**src/rtl/sdram_dp_pkg.sv**
```systemverilog
// Shared constants, state encoding and field normalisers for the SDRAM data path.
// Latency: n/a (package).
// Backpressure: n/a (package).
package sdram_dp_pkg;

  localparam int DATA_SIZE = 32;
  localparam int BL_WIDTH  = 4;
  localparam int BURST_MAX = 8;
  localparam int CAS_MAX   = 3;

  // CAS latency codes actually used after normalisation
  localparam logic [1:0] CAS_CL2 = 2'd2;
  localparam logic [1:0] CAS_CL3 = 2'd3;

  typedef enum logic [1:0] {
    S_IDLE     = 2'd0,
    S_WRITE    = 2'd1,
    S_RD_WAIT  = 2'd2,
    S_RD_BURST = 2'd3
  } state_e;

  // Zero-length bursts become single words; oversize bursts clamp to the maximum.
  function automatic logic [BL_WIDTH-1:0] norm_bl(input logic [BL_WIDTH-1:0] bl);
    if (bl == '0) begin
      return BL_WIDTH'(1);
    end else if (bl > BL_WIDTH'(BURST_MAX)) begin
      return BL_WIDTH'(BURST_MAX);
    end else begin
      return bl;
    end
  endfunction

  // CAS codes below 2 are not supported by the device; treat them as CL2.
  function automatic logic [1:0] norm_cl(input logic [1:0] code);
    if (code < CAS_CL2) begin
      return CAS_CL2;
    end else if (code > 2'(CAS_MAX)) begin
      return 2'(CAS_MAX);
    end else begin
      return code;
    end
  endfunction

endpackage

```
**src/rtl/sdram_dp_rd_capture.sv**
```systemverilog
// Read capture: delays the per-word "data expected" tag by CL and samples dq_in.
// Latency: rd_valid/rd_data one cycle after the word is on the pins (CL+1 after tag).
// Backpressure: none; the host must accept every rd_valid word.
module sdram_rd_capture
  import sdram_dp_pkg::*;
(
  input  logic                 clk,
  input  logic                 reset,
  input  logic                 tag_i,
  input  logic [1:0]           cl_i,
  input  logic [DATA_SIZE-1:0] dq_i,
  output logic [DATA_SIZE-1:0] rd_data_o,
  output logic                 rd_valid_o
);

  // Stages: tag input, CAS_MAX delay flops, valid/capture register (CAS_MAX+2 total).
  // tag_sr_q[i] is the tag delayed by i+1 cycles.
  logic [CAS_MAX-1:0]   tag_sr_q, tag_sr_d;
  logic                 data_on_pins;
  logic [DATA_SIZE-1:0] rd_data_q, rd_data_d;
  logic                 rd_valid_q, rd_valid_d;

  // Shift the tag and pick the tap that lines up with data on the pins.
  always_comb begin
    tag_sr_d     = {tag_sr_q[CAS_MAX-2:0], tag_i};
    data_on_pins = (cl_i == CAS_CL3) ? tag_sr_q[CAS_MAX-1] : tag_sr_q[1];
    rd_valid_d   = data_on_pins;
    rd_data_d    = data_on_pins ? dq_i : rd_data_q;
  end

  // Capture registers; reset discards anything still in flight.
  always_ff @(posedge clk or posedge reset) begin
    if (reset) begin
      tag_sr_q   <= '0;
      rd_data_q  <= '0;
      rd_valid_q <= 1'b0;
    end else begin
      tag_sr_q   <= tag_sr_d;
      rd_data_q  <= rd_data_d;
      rd_valid_q <= rd_valid_d;
    end
  end

  assign rd_data_o  = rd_data_q;
  assign rd_valid_o = rd_valid_q;

endmodule

```
**src/rtl/sdram_dp.sv**
```systemverilog
// SDRAM data path: write-data/oe sequencing and CL-aligned read capture.
// Latency: write word on pins 1 cycle after wr_ack; read word returned CL+2 cycles after cmd_read.
// Backpressure: commands while busy are dropped and flagged on cmd_err the next cycle.
module sdram_dp
  import sdram_dp_pkg::*;
(
  input  logic                 clk,
  input  logic                 reset,
  input  logic                 cmd_write,
  input  logic                 cmd_read,
  input  logic [BL_WIDTH-1:0]  burst_len,
  input  logic [1:0]           cas_lat,
  input  logic [DATA_SIZE-1:0] wr_data,
  output logic                 wr_ack,
  input  logic [DATA_SIZE-1:0] dq_in,
  output logic [DATA_SIZE-1:0] sdram_out,
  output logic                 oe,
  output logic [DATA_SIZE-1:0] rd_data,
  output logic                 rd_valid,
  output logic                 busy,
  output logic                 cmd_err
);

  state_e               state_q, state_d;
  logic [BL_WIDTH-1:0]  cnt_q, cnt_d;
  logic [BL_WIDTH-1:0]  bl_rd_q, bl_rd_d;
  logic [1:0]           cl_q, cl_d;
  logic [BL_WIDTH-1:0]  tag_cnt_q, tag_cnt_d;
  logic [DATA_SIZE-1:0] sdram_out_q;
  logic                 oe_q;
  logic                 cmd_err_q, cmd_err_d;

  logic [BL_WIDTH-1:0]  bl_n;
  logic [1:0]           cl_n;
  logic                 accept, wr_go, rd_go, rd_tag;

  // The trailing rd_valid cycle happens after the FSM is back in IDLE, so it counts as busy.
  assign busy   = (state_q != S_IDLE) || rd_valid;
  assign accept = !busy && !reset;
  assign bl_n   = norm_bl(burst_len);
  assign cl_n   = norm_cl(cas_lat);
  assign wr_go  = accept && cmd_write;
  assign rd_go  = accept && cmd_read && !cmd_write;
  assign rd_tag = (tag_cnt_q != '0);

  // Next-state, burst/latency counter and write acknowledge.
  always_comb begin
    state_d = state_q;
    cnt_d   = cnt_q;
    bl_rd_d = bl_rd_q;
    cl_d    = cl_q;
    wr_ack  = 1'b0;
    case (state_q)
      S_IDLE: begin
        if (wr_go) begin
          wr_ack  = 1'b1;
          state_d = S_WRITE;
          cnt_d   = bl_n - BL_WIDTH'(1);
        end else if (rd_go) begin
          state_d = S_RD_WAIT;
          cnt_d   = BL_WIDTH'(cl_n) - BL_WIDTH'(1);
          bl_rd_d = bl_n;
          cl_d    = cl_n;
        end
      end
      // cnt==0 is the turnaround cycle: last word still on the pins, no more acks.
      S_WRITE: begin
        if (cnt_q == '0) begin
          state_d = S_IDLE;
        end else begin
          wr_ack = 1'b1;
          cnt_d  = cnt_q - BL_WIDTH'(1);
        end
      end
      S_RD_WAIT: begin
        if (cnt_q == '0) begin
          state_d = S_RD_BURST;
          cnt_d   = bl_rd_q - BL_WIDTH'(1);
        end else begin
          cnt_d = cnt_q - BL_WIDTH'(1);
        end
      end
      S_RD_BURST: begin
        if (cnt_q == '0) begin
          state_d = S_IDLE;
        end else begin
          cnt_d = cnt_q - BL_WIDTH'(1);
        end
      end
      default: state_d = S_IDLE;
    endcase
  end

  // One tag per requested word, starting the cycle the READ command is on the pins.
  always_comb begin
    tag_cnt_d = tag_cnt_q;
    if (rd_go) begin
      tag_cnt_d = bl_n;
    end else if (rd_tag) begin
      tag_cnt_d = tag_cnt_q - BL_WIDTH'(1);
    end
  end

  // Rejected commands: anything while busy, or a read colliding with a write.
  always_comb begin
    cmd_err_d = ((cmd_write || cmd_read) && busy) || (cmd_write && cmd_read);
  end

  // State and output registers; reset drops oe immediately.
  always_ff @(posedge clk or posedge reset) begin
    if (reset) begin
      state_q     <= S_IDLE;
      cnt_q       <= '0;
      bl_rd_q     <= '0;
      cl_q        <= CAS_CL2;
      tag_cnt_q   <= '0;
      sdram_out_q <= '0;
      oe_q        <= 1'b0;
      cmd_err_q   <= 1'b0;
    end else begin
      state_q   <= state_d;
      cnt_q     <= cnt_d;
      bl_rd_q   <= bl_rd_d;
      cl_q      <= cl_d;
      tag_cnt_q <= tag_cnt_d;
      oe_q      <= wr_ack;
      cmd_err_q <= cmd_err_d;
      if (wr_ack) begin
        sdram_out_q <= wr_data;
      end
    end
  end

  assign sdram_out = sdram_out_q;
  assign oe        = oe_q;
  assign cmd_err   = cmd_err_q;

  sdram_rd_capture u_rd_capture (
    .clk        (clk),
    .reset      (reset),
    .tag_i      (rd_tag),
    .cl_i       (cl_q),
    .dq_i       (dq_in),
    .rd_data_o  (rd_data),
    .rd_valid_o (rd_valid)
  );

endmodule
```
**config.mk**
```make
export PLATFORM = sky130hd
export DESIGN_NAME = sdram_dp
export DESIGN_NICKNAME = d
export VERILOG_FILES = /design/src/rtl/sdram_dp_pkg.sv /design/src/rtl/sdram_dp_rd_capture.sv /design/src/rtl/sdram_dp.sv
export SDC_FILE = /design/constraint.sdc
export NUM_CORES = 1
export LEC_CHECK = 0
export ABC_CLOCK_PERIOD_IN_PS = 1800
export BUFFER_PORTS_ARGS = -buffer_cell sky130_fd_sc_hd__buf_2
export CORE_ASPECT_RATIO = 1.4
export CORE_MARGIN = 1.5
export CORE_UTILIZATION = 44
export DETAILED_ROUTE_END_ITERATION = 10
export PLACE_DENSITY = 0.76
export SYNTH_ARGS = -nofsm -noshare
export SYNTH_HDL_FRONTEND = slang
export SYNTH_HIERARCHICAL = 1
export SYNTH_SLANG_ARGS = --single-unit
export TNS_END_PERCENT = 100
```
**constraint.sdc**
```tcl
create_clock -name clk -period 1.8 [get_ports clk]
set_input_delay 0.09 -clock clk [delete_from_list [all_inputs] [get_ports clk]]
set_output_delay 0.09 -clock clk [all_outputs]
set_load 0.005 [all_outputs]
```
==> summary.md <==
| Metric | Value |
|---|---|
| Initial standard-cell utilization of the core | `45.51%` |
| Top cell type by total area after synthesis | `sky130_fd_sc_hd__dfrtp_1` |
| Clk slew on worst S/H paths | `60 ps` |
| Post-detailed-route DRC marker count | `0` |
| Post-Synth Simple-Gate Area | `5.938%` |
| Placement row count | `39` |
| Number of cell instances on the worst register-to-register path | `7` |
| Wire per inst | `16.89 um` |
| Port Buffers | `142` |
| Count of endpoints failing hold in the final timing report | `0` |
| Cell Count Post-Placement | `512` |
| Transition time at the pin with the least slew margin | `573.1 ps` |
| Top post-synthesis cells by area | `sky130_fd_sc_hd__dfrtp_1 (57%), sky130_fd_sc_hd__mux2_4 (11%), sky130_fd_sc_hd__mux2_2 (11%), sky130_fd_sc_hd__ha_1 (2.0%), sky130_fd_sc_hd__buf_6 (1.8%)` |
| Antenna diodes | `0` |
| Cell chosen for the clock root | `sky130_fd_sc_hd__clkbuf_16` |
| Gate Count Post-Synth | `256` |
| Post-layout power | `8.591 mW` |
| I/O pins | `143` |
| Area share of the largest cell type after synthesis | `57.35%` |
| Initial antenna violation count | `0` |
| Slowest stage cell, crit path | `sky130_fd_sc_hd__or3b_4` |
| Via Count | `2957` |
| Final Wtd Congestion | `0.8702` |
| Highest clock frequency the design can meet | `519.1 MHz` |
| All-layer global routing usage | `23.59%` |
| Xor/xnor share of the synthesized area | `1.181%` |
| CP Class | `flop to flop` |
| Count of state elements after synthesis | `85` |
| Worst voltage drop across the vdd grid | `1.007 mV` |
| Hold crit path type | `primary input to flop` |
| Failing checks | `setup timing` |
| Placeable core area | `8149 um^2` |
| Overflow left after global routing | `0` |
| Largest net degree at the start of global routing | `37` |
| Compound-gate portion of the synthesized area | `4.690%` |
| Final worst hold slack | `16.35 ps` |
| Nets in the synthesized netlist | `336` |
| Total number of H-tree levels | `3` |
| Endpoint arrival time on the critical path | `2140 ps` |
| Adder and majority gate portion of the synthesized area | `2.294%` |
| Die Footprint | `8996 um^2` |
| Fin crit period | `1926 ps` |
| Async SR Flop Fraction | `100.0%` |
| Most used flip-flop cell after synthesis | `sky130_fd_sc_hd__dfrtp_1` |
| Mean post-synth cell area | `14.49 um^2` |
| Fin area | `5682 um^2` |
| Endpoint kind of the worst setup timing path | `flop` |
| Slowest stage delay, CP | `390 ps` |
| Finished Layout Cells | `599` |
| Area growth, synth to finish | `53.21%` |
| Count of flip-flops with a built-in enable after synthesis | `0` |
| Number of iterations in the first detailed-routing pass | `4` |
| Worst Skew | `7.865 ps` |
| Vias per cell | `4.937` |
| Final wirelength | `10120 um` |
| Horiz. Die Dim | `80.59 um` |
| Clock latency at the later pin of the worst-skew pair | `330 ps` |
| Proportion of synthesized area in mux cells | `24.93%` |
| Clock sink total | `85` |
| Worst Path Max Fanout | `5` |
| Fill cell instance count of the final layout | `533` |
| Slew Limit Fails | `0` |
| Vias in the first global route | `3284` |
| Setup ws final | `-126.4 ps` |
| Share of the clock period used by the worst path after layout | `107.0%` |
| Startpoint type of the worst setup path | `flop` |
| Power density over the cells | `1512 nW/um^2` |
| Placed wire-length estimate after detailed placement | `5610 um` |
| Dpl cell area | `4648 um^2` |
| Vertical extent of the die | `111.6 um` |
| Data required time of the worst path | `2010 ps` |
| Total leakage power | `2.750 nW` |
| Warning count from the yosys run | `6` |
| Synthesized area | `3709 um^2` |
| Crit-path cells | `inv_2, ha_4, or3b_4, mux2i_4, nor2_4, buf_6, mux2_4` |
| Wire length of the first global-routing pass | `16010 um` |
| Max clock buf depth | `2` |
| Number of max-capacitance violations reported | `0` |
| Most common library cell in the layout ignoring fill and taps | `sky130_fd_sc_hd__buf_2` |
| Status | `complete, but fails checks` |
| Total clock buffers created by CTS | `9` |
| Final net count | `573` |
| Number of stages on the worst hold path | `2` |
| DRC marker count from the first detailed-route iteration | `150` |
| Fraction of layout instances using a drive strength above 1 | `53.12%` |
| Clock tree from TritonCTS | `done` |
| Worst relative slew slack | `61.74%` |
| Most frequent cells in the layout | `sky130_fd_sc_hd__buf_2 (142), sky130_fd_sc_hd__dfrtp_1 (85), sky130_fd_sc_hd__dlygate4sd3_1 (62)` |
| Post-synth cell types | `43` |
| Remaining number of nets flagged by the antenna check after routing | `0` |
| Final setup viols | `35` |
| RSZ-0062 raised after global routing | `true` |
| Portion of the post-synthesis area used by sequential elements | `57.35%` |
| Combinational family with the most area after synthesis | `multiplexers` |
-- worst max-delay path: cells and delay by family (launching register included) --
kind / cells / cell delay [ps]
flops: 1 / 380
mux: 2 / 550
fa+ha+maj: 1 / 130
buf+inv: 2 / 240
simple gates: 2 / 500
-- metrics by stage --
step | setup WS [ps] | setup TNS [ps] | util (%)
after floorplan | -108.6 | -3035 | -
after global placement | -569.1 | -17320 | 57.04
after detailed placement | -650.3 | -20010 | 57.04
after CTS | -146.7 | -3543 | 69.31
after global routing | -169.7 | -5061 | 69.72
final | -126.4 | -3474 | 69.72
-- what timing repair did --
action,in CTS,in global routing
hold endpoints to repair,85,0
hold buffers,62,0
resized for setup,9,3
setup endpoints to repair,37,41
pin swaps,3,4
setup buffers,6,3
gates cloned,1,0
-- cell type report --
cell class                      instances  area [um^2]  area share (%)
Sequential cell                        85         2127           37.44
Timing Repair Buffer                  234         1630           28.69
Multi-Input combinational cell        150         1490           26.23
Clock buffer                           10        229.0           4.030
Tap cell                              102        127.6           2.246
Inverter                               13        48.80          0.8588
Clock inverter                          5        28.78          0.5065
-- power breakdown --
group          internal (mW)  switching, mW  total, mW
registers               2.66          0.476       3.14
clock network          0.920          0.730       1.65
logic                   2.27           1.53       3.80
-- cell usage after synthesis, types with 3 or more instances --
library cell               count
sky130_fd_sc_hd__dfrtp_1      85
sky130_fd_sc_hd__inv_1        13
sky130_fd_sc_hd__mux2_2       36
sky130_fd_sc_hd__mux2_4       28
sky130_fd_sc_hd__xnor2_1       3
sky130_fd_sc_hd__mux2_1        3
sky130_fd_sc_hd__nor3_1        4
sky130_fd_sc_hd__ha_1          6
sky130_fd_sc_hd__o21ai_0       9
sky130_fd_sc_hd__buf_6         6
sky130_fd_sc_hd__nand2_1       9
sky130_fd_sc_hd__nand2b_1      4
sky130_fd_sc_hd__a21oi_1       4
sky130_fd_sc_hd__nor3b_1       3
sky130_fd_sc_hd__nor2_1        7
-- final timing paths --
check                                                end  slack, ps                      from
worst min-delay path                       sdram_out[11]         20               wr_data[11]
worst min register to register  u_rd_capture/tag_sr_q[1]        350  u_rd_capture/tag_sr_q[0]
worst max-delay path                       sdram_out[12]       -130                  cnt_q[0]
min in group asynchronous                   tag_cnt_q[0]        550                     reset
max in group asynchronous                   sdram_out[0]        720                     reset
worst max register to register             sdram_out[12]       -130                  cnt_q[0]
-- state kept, by name (all words and copies together) (netlist names) --
name,flops
state_q,2
bl_rd_q,4
sdram_out,32
oe,1
cmd_err,1
u_rd_capture/rd_valid_o,1
cnt_q,4
cl_q,1
u_rd_capture/tag_sr_q,3
u_rd_capture/rd_data_o,32
tag_cnt_q,4
-- layer usage --
metal / wire (um) / global-route usage, % / share of wire, % / vias to the layer above
li1: - / - / - / 1366
met1: 3943 / 24.56 / 39 / 1451
met2: 5406 / 44.31 / 53 / 121
met3: 535 / 4.754 / 5.3 / 19
met4: 232 / 10.00 / 2.3 / 0
met5: 0 / 0 / 0 / -
-- logic make-up (layout without fill, tap and decap cells) --
| kind of cell | Yosys count | count (layout) |
|---|---|---|
| AOI/OAI and AO/OA | 26 | 26 |
| xor gates and xnor gates | 5 | 5 |
| adders and majority gates | 7 | 7 |
| buffers and inverters | 22 | 262 |
| DFF | 85 | 85 |
| muxes | 71 | 71 |
| other | 1 | 1 |
| and+or+nand+nor | 39 | 40 |
Note: power is estimated with default switching activity, not from simulation.
